File: src/rtl/tea_sequencer.sv
// -----------------------------------------------------------------------------
// tea_sequencer
//
// Control FSM for an iterative TEA (Tiny Encryption Algorithm) datapath. It
// issues one datapath strobe per clock, covering the five sub-steps of each
// TEA round, repeated ROUNDS times. It runs encrypt and decrypt orderings.
//
// Parameters
//   ROUNDS     TEA rounds per operation, legal range 1..63.
//
// Ports
//   clk        single clock, all state changes on the rising edge
//   resetn     asynchronous active-low reset
//   start      operation request, sampled only in IDLE
//   decrypt    mode for the requested operation (1 = decrypt), sampled with start
//   abort      cancels any operation in progress (returns to IDLE, no done)
//   hold       (TEA_SEQ_STALL_EN builds only) freezes state and round and
//              suppresses all datapath strobes while high
//   busy       high in INIT and in every round state
//   done       one-cycle completion pulse (DONE state)
//   dec        latched mode, driven to the datapath
//   sum_init   datapath clears sum (dec=0) or loads delta*ROUNDS (dec=1)
//   ld_sum     sum update strobe (SUM for encrypt, DSUM for decrypt)
//   ld_res1    first half-round result strobe
//   ld_upd1    first half-round word update strobe
//   ld_res2    second half-round result strobe
//   ld_upd2    second half-round word update strobe
//   round      number of completed rounds
//
// Build option
//   TEA_SEQ_STALL_EN  when defined, adds the hold input. When undefined, the
//                     FSM free-runs and the block has no hold port.
// -----------------------------------------------------------------------------
module tea_sequencer #(
  parameter int ROUNDS = 32
) (
  input  logic       clk,
  input  logic       resetn,
  input  logic       start,
  input  logic       decrypt,
  input  logic       abort,
`ifdef TEA_SEQ_STALL_EN
  input  logic       hold,
`endif
  output logic       busy,
  output logic       done,
  output logic       dec,
  output logic       sum_init,
  output logic       ld_sum,
  output logic       ld_res1,
  output logic       ld_upd1,
  output logic       ld_res2,
  output logic       ld_upd2,
  output logic [5:0] round
);

  typedef enum logic [3:0] {
    S_IDLE = 4'd0,
    S_INIT = 4'd1,
    S_SUM  = 4'd2,
    S_RES1 = 4'd3,
    S_UPD1 = 4'd4,
    S_RES2 = 4'd5,
    S_UPD2 = 4'd6,
    S_DSUM = 4'd7,
    S_DONE = 4'd8
  } state_t;

  // The round that, once completed, finishes the operation. Comparing the
  // current count against ROUNDS-1 avoids a 7-bit round+1 adder in the compare.
  localparam logic [5:0] LAST_ROUND = 6'(ROUNDS - 1);

  state_t     state_q, state_d;
  logic [5:0] round_q, round_d;
  logic       dec_q,   dec_d;
  logic       stall;

`ifdef TEA_SEQ_STALL_EN
  assign stall = hold;
`else
  assign stall = 1'b0;
`endif

  // First state of every round: encrypt updates sum before the half-rounds,
  // decrypt uses the preloaded sum first and decrements it at the end.
  function automatic state_t round_entry(input logic mode);
    return mode ? S_RES1 : S_SUM;
  endfunction

  // Encodings 9..15 are unreachable; they must not be allowed to persist,
  // not even while hold is high.
  function automatic logic state_is_legal(input state_t s);
    logic legal;
    case (s)
      S_IDLE, S_INIT, S_SUM, S_RES1, S_UPD1,
      S_RES2, S_UPD2, S_DSUM, S_DONE: legal = 1'b1;
      default:                        legal = 1'b0;
    endcase
    return legal;
  endfunction

  // ---------------------------------------------------------------------------
  // State, round counter and latched mode
  // ---------------------------------------------------------------------------
  always_ff @(posedge clk or negedge resetn) begin
    if (!resetn) begin
      state_q <= S_IDLE;
      round_q <= '0;
      dec_q   <= 1'b0;
    end else begin
      state_q <= state_d;
      round_q <= round_d;
      dec_q   <= dec_d;
    end
  end

  // ---------------------------------------------------------------------------
  // Next-state logic
  // ---------------------------------------------------------------------------
  always_comb begin
    state_d = state_q;
    round_d = round_q;
    dec_d   = dec_q;

    case (state_q)
      S_IDLE: begin
        // abort wins over start in IDLE: the request is simply dropped.
        if (start && !abort) begin
          dec_d   = decrypt;
          round_d = '0;
          state_d = S_INIT;
        end
      end
      S_INIT: state_d = round_entry(dec_q);
      S_SUM:  state_d = S_RES1;
      S_RES1: state_d = S_UPD1;
      S_UPD1: state_d = S_RES2;
      S_RES2: state_d = S_UPD2;
      S_UPD2: begin
        if (dec_q) begin
          state_d = S_DSUM;
        end else begin
          round_d = round_q + 6'd1;
          state_d = (round_q == LAST_ROUND) ? S_DONE : round_entry(dec_q);
        end
      end
      S_DSUM: begin
        round_d = round_q + 6'd1;
        state_d = (round_q == LAST_ROUND) ? S_DONE : round_entry(dec_q);
      end
      S_DONE:  state_d = S_IDLE;
      default: state_d = S_IDLE;
    endcase

    // hold freezes everything, including acceptance of start in IDLE, but an
    // illegal encoding still recovers on the next edge.
    if (stall && state_is_legal(state_q)) begin
      state_d = state_q;
      round_d = round_q;
      dec_d   = dec_q;
    end

    // abort overrides hold; the round count is left as it was so the datapath
    // owner can see how far the cancelled operation had progressed.
    if (abort && (state_q != S_IDLE)) begin
      state_d = S_IDLE;
      round_d = round_q;
      dec_d   = dec_q;
    end
  end

  // ---------------------------------------------------------------------------
  // Moore outputs: decoded from the state only; hold masks the strobes but
  // leaves busy and done visible.
  // ---------------------------------------------------------------------------
  always_comb begin
    busy     = 1'b0;
    done     = 1'b0;
    sum_init = 1'b0;
    ld_sum   = 1'b0;
    ld_res1  = 1'b0;
    ld_upd1  = 1'b0;
    ld_res2  = 1'b0;
    ld_upd2  = 1'b0;

    case (state_q)
      S_INIT: begin
        busy     = 1'b1;
        sum_init = !stall;
      end
      S_SUM: begin
        busy   = 1'b1;
        ld_sum = !stall;
      end
      S_RES1: begin
        busy    = 1'b1;
        ld_res1 = !stall;
      end
      S_UPD1: begin
        busy    = 1'b1;
        ld_upd1 = !stall;
      end
      S_RES2: begin
        busy    = 1'b1;
        ld_res2 = !stall;
      end
      S_UPD2: begin
        busy    = 1'b1;
        ld_upd2 = !stall;
      end
      S_DSUM: begin
        busy   = 1'b1;
        ld_sum = !stall;
      end
      S_DONE:  done = 1'b1;
      default: ;
    endcase
  end

  assign dec   = dec_q;
  assign round = round_q;

endmodule

File: config.mk
export PLATFORM = sky130hd
export DESIGN_NAME = tea_sequencer
export DESIGN_NICKNAME = d
export VERILOG_FILES = /design/src/rtl/tea_sequencer.sv
export SDC_FILE = /design/constraint.sdc
export NUM_CORES = 1
export LEC_CHECK = 0
export ABC_AREA = 1
export CAP_MARGIN = 20
export CORE_MARGIN = 2
export CORE_UTILIZATION = 38
export CTS_CLUSTER_SIZE = 20
export DETAILED_ROUTE_END_ITERATION = 8
export PLACE_DENSITY = 0.67
export SYNTH_ARGS = -nofsm -noshare
export SYNTH_HDL_FRONTEND = slang
export SYNTH_SLANG_ARGS = --single-unit
export TNS_END_PERCENT = 50
File: constraint.sdc
create_clock -name clk -period 1.4 [get_ports clk]
set_input_delay 0.28 -clock clk [delete_from_list [all_inputs] [get_ports clk]]
set_output_delay 0.28 -clock clk [all_outputs]
set_load 0.005 [all_outputs]
==> impl_metrics.py <==
metrics = {
    "detailed_routing": {
        "via_per_inst": 5.37,
        "via_count": 1116,
        "drtIter0Drc": 35,
        "remaining_drc_errors": 0,
        "drt-pass1-iter-count": 4,
        "wl_per_cell_um": 15.5,
        "wl_mm": 3.23,
        "drtAntennaViolNets": 0,
    },
    "floorplanning": {
        "die_w_um": 49.1,
        "die-area_um2": 2410,
        "core_area_um2": 1940,
        "fp.dieH_um": 49.1,
        "start_util_pct": 39.8,
        "ios": 20,
        "rows": 16,
    },
    "status": {
        "status": "finished with violations",
        "violations": "setup timing",
    },
    "logic_synthesis": {
        "ys_warn_count": 0,
        "synth.yosys.seq_area_share_pct": 35.6,
        "synth_flop_cell": "dfrtp_1",
        "avgSynthCellArea_um2": 6.67,
        "yosysUniqueCellTypes": 21,
        "synth_seq_cells": 11,
        "synth_edf_count": 0,
        "synth_fp_nets": 122,
        "ys_async_sr_fraction_pct": 100,
        "syn_inst": 116,
        "netlist_area_um2": 773,
    },
    "placement": {
        "numPortBuffers": 19,
        "dp_slack_ns": -0.317,
        "dp_hpwl_mm": 1.54,
        "gp_congestion": 0.813,
        "place_inst": 183,
    },
    "cts": {
        "cts_buffers": 3,
        "clock_latency_ns": 0.27,
        "cts_max_path_buffers": 2,
        "cts.sinks": 11,
        "tritoncts": "built",
        "clk_pin_slew_worst_paths_ns": 0.07,
        "cts-root-buf": "clkbuf_4",
        "cts_max_level": 1,
        "cts_hold_buf": 0,
    },
    "sta": {
        "max_clock_freq_mhz": 600,
        "setup_viol": 17,
        "min_period_over_period_pct": 119,
        "rsz0062_at_grt": "yes",
        "finClkSkew_ns": 0.000668,
        "min_period_ns": 1.67,
        "timing.slew.headroom_pct": 80.9,
        "finalWorstSetupSlack_ns": -0.266,
        "hold_viol": 0,
        "tightest_slew_ns": 0.287,
        "drv_slew": 0,
    },
    "grt": {
        "grt-ovfl-total": 0,
        "antenna_found_initial": 0,
        "grt_pass1_vias": 1072,
        "grt_max_degree": 12,
        "grt_pass1_wl_mm": 4.49,
        "groute.usage.overall_pct": 24.0,
    },
    "critical_path": {
        "path_max_fanout": 2,
        "cp.buffers_inverters": 4,
        "critPathMaxStageDelay_ns": 0.42,
        "critPathSlowestCell": "dfrtp_1",
        "cp_cell_sequence": "buf_6 -> nor2_4 -> inv_2 -> buf_4 -> nor2_4 -> buf_2",
        "critPathCaptureType": "output pin",
        "path_delay_family": "buffers and inverters",
        "arrival_ns": 1.39,
        "worst_path_most_repeated_cell": "nor2_4",
        "crit_required_ns": 1.12,
        "critPathKind": "register to output pin",
        "cp-start-kind": "register",
    },
    "finish": {
        "final_cells": 208,
        "n_antenna_cell": 0,
        "fin_nets": 188,
        "nFillCells": 124,
        "syn_to_final_growth_pct": 96.8,
        "layout-drive-gt1-share_pct": 56.4,
    },
    "power_and_ir_drop": {
        "pwr-share-comb_pct": 73.4,
        "seqPwrFrac_pct": 18.3,
        "intPower_mw": 1.46,
        "clockPowerShare_pct": 8.3,
        "vdd_drop_max_v": 0.00124,
        "switching_share_pct": 44.9,
        "power_density_nw_per_um2": 1740,
        "power_leakage_nw": 0.785,
        "p_switching_mw": 1.19,
    },
    "run": {
        "drv_cap": 0,
    },
    "hold_path": {
        "hp-class": "input pin to async pin",
    },
}
-- synthesized netlist by cell type (2+ instances only) --
master | instances | area share [%]
a21oi_1 | 5 | 3.2
dfrtp_1 | 11 | 36
inv_1 | 15 | 7.3
inv_2 | 2 | 0.97
nand2_1 | 31 | 15
nand2_2 | 3 | 2.4
nand3_1 | 8 | 5.2
nor2_1 | 19 | 9.2
nor2_4 | 2 | 2.9
nor3_1 | 2 | 1.3
nor4_1 | 2 | 1.6
o21ai_0 | 2 | 1.3
o21ai_1 | 5 | 3.2
or2_2 | 2 | 1.6
-- layer usage --
metal | up-vias | GRT usage (%) | wire length (um)
met4 | 0 | 10.5 | 176
met3 | 20 | 7.06 | 160
met5 | - | 0 | 0
met2 | 58 | 41.4 | 1690
met1 | 536 | 27.2 | 1200
li1 | 502 | - | -
-- cells by family (layout without fill, tap and decap cells) --
logic type	after synthesis	count (layout)	share of synthesized area [%]
adders and majority gates	1	1	1.62
AOI/OAI and AO/OA	13	13	8.90
and+or+nand+nor	73	73	44.2
DFF	11	11	35.6
buffers and inverters	18	83	9.71
-- timing repair --
| action | in CTS | in global routing |
|---|---|---|
| endpoints found under the setup margin | 15 | 18 |
| setup buffers | 17 | 12 |
| pin swaps | 8 | 14 |
| resized for setup | 68 | 39 |
-- registers in the layout (all words and copies together), names as in the netlist --
signal	count
round	6
state_q	4
dec	1
-- path summary, 6_finish.rpt --
| kind | cells after the start | startpoint | to | slack (ns) |
|---|---|---|---|---|
| worst max register to register | 10 | state_q[2]$_DFFE_PN0P_ | round[3]$_DFFE_PN0P_ | -0.12 |
| worst max-delay path | 6 | state_q[3]$_DFFE_PN0P_ | ld_res1 | -0.27 |
| worst min-delay path | 2 | resetn | round[0]$_DFFE_PN0P_ | 0.30 |
| min in group clk | 3 | decrypt | dec$_DFFE_PN0P_ | 0.58 |
| max in group asynchronous | 2 | resetn | state_q[0]$_DFFE_PN0P_ | 0.94 |
| worst min register to register | 2 | dec$_DFFE_PN0P_ | state_q[0]$_DFFE_PN0P_ | 0.59 |
-- worst register-to-register path: cells and delay by family, from the launching register on --
kind,cells,cell delay (ns)
flops,1,0.44
simple gates,5,0.46
compound gates,1,0.09
buf+inv,4,0.47
-- layout make-up --
class / instances / area (um2) / share of cell area (%)
multi-input combinational: 87 / 571 / 37.5
timing repair buffer: 62 / 536 / 35.2
sequential: 11 / 279 / 18.3
inverter: 17 / 76.3 / 5.02
tap: 27 / 33.8 / 2.22
clock buffer: 4 / 26.3 / 1.73
-- stage by stage --
stage | TNS (ns) | instance area, um2 | utilization (%) | total power, mW | hold WS, ns
floorplan | 0 | 773 | - | 1.04 | -0.0156
global placement | -1.57 | 1150 | 59.3 | 1.58 | 0.556
detailed placement | -1.78 | 1150 | 59.3 | 1.59 | 0.570
CTS | -1.51 | 1380 | 71.1 | 2.19 | 0.302
global route | -2.77 | 1520 | 78.4 | 2.79 | 0.331
finish | -2.02 | 1520 | 78.4 | 2.65 | 0.298
-- layout by cell type (no fill, tap or decap), types with 2 or more instances in the layout --
cell              n
nor2_2            5
buf_4            28
nor2_4            8
a21oi_1           4
nor2_1            9
nand2_4           3
dlygate4sd2_1     7
buf_6            15
inv_6             2
inv_2             4
nand3_4           2
o21ai_1           5
nand2_1          19
dfrtp_2           3
dfrtp_1           8
a21oi_2           2
nor4_2            2
buf_2             7
nand2_2          12
nand3_1           7
clkbuf_4          3
o21ai_0           2
inv_1            10
clkdlybuf4s50_1   4
-- power by group through the flow --
| stage | Combinational [mW] | Sequential, mW | Clock (mW) |
|---|---|---|---|
| 3_3_place_gp | 1.11 | 0.475 | 0 |
| 2_1_floorplan | 0.578 | 0.461 | 0 |
| 3_5_place_dp | 1.11 | 0.479 | 0 |
| 4_1_cts | 1.49 | 0.479 | 0.221 |
| 6_report | 1.95 | 0.486 | 0.220 |
| 5_1_grt | 2.06 | 0.489 | 0.235 |
Note: power is estimated with default switching activity, not from simulation.
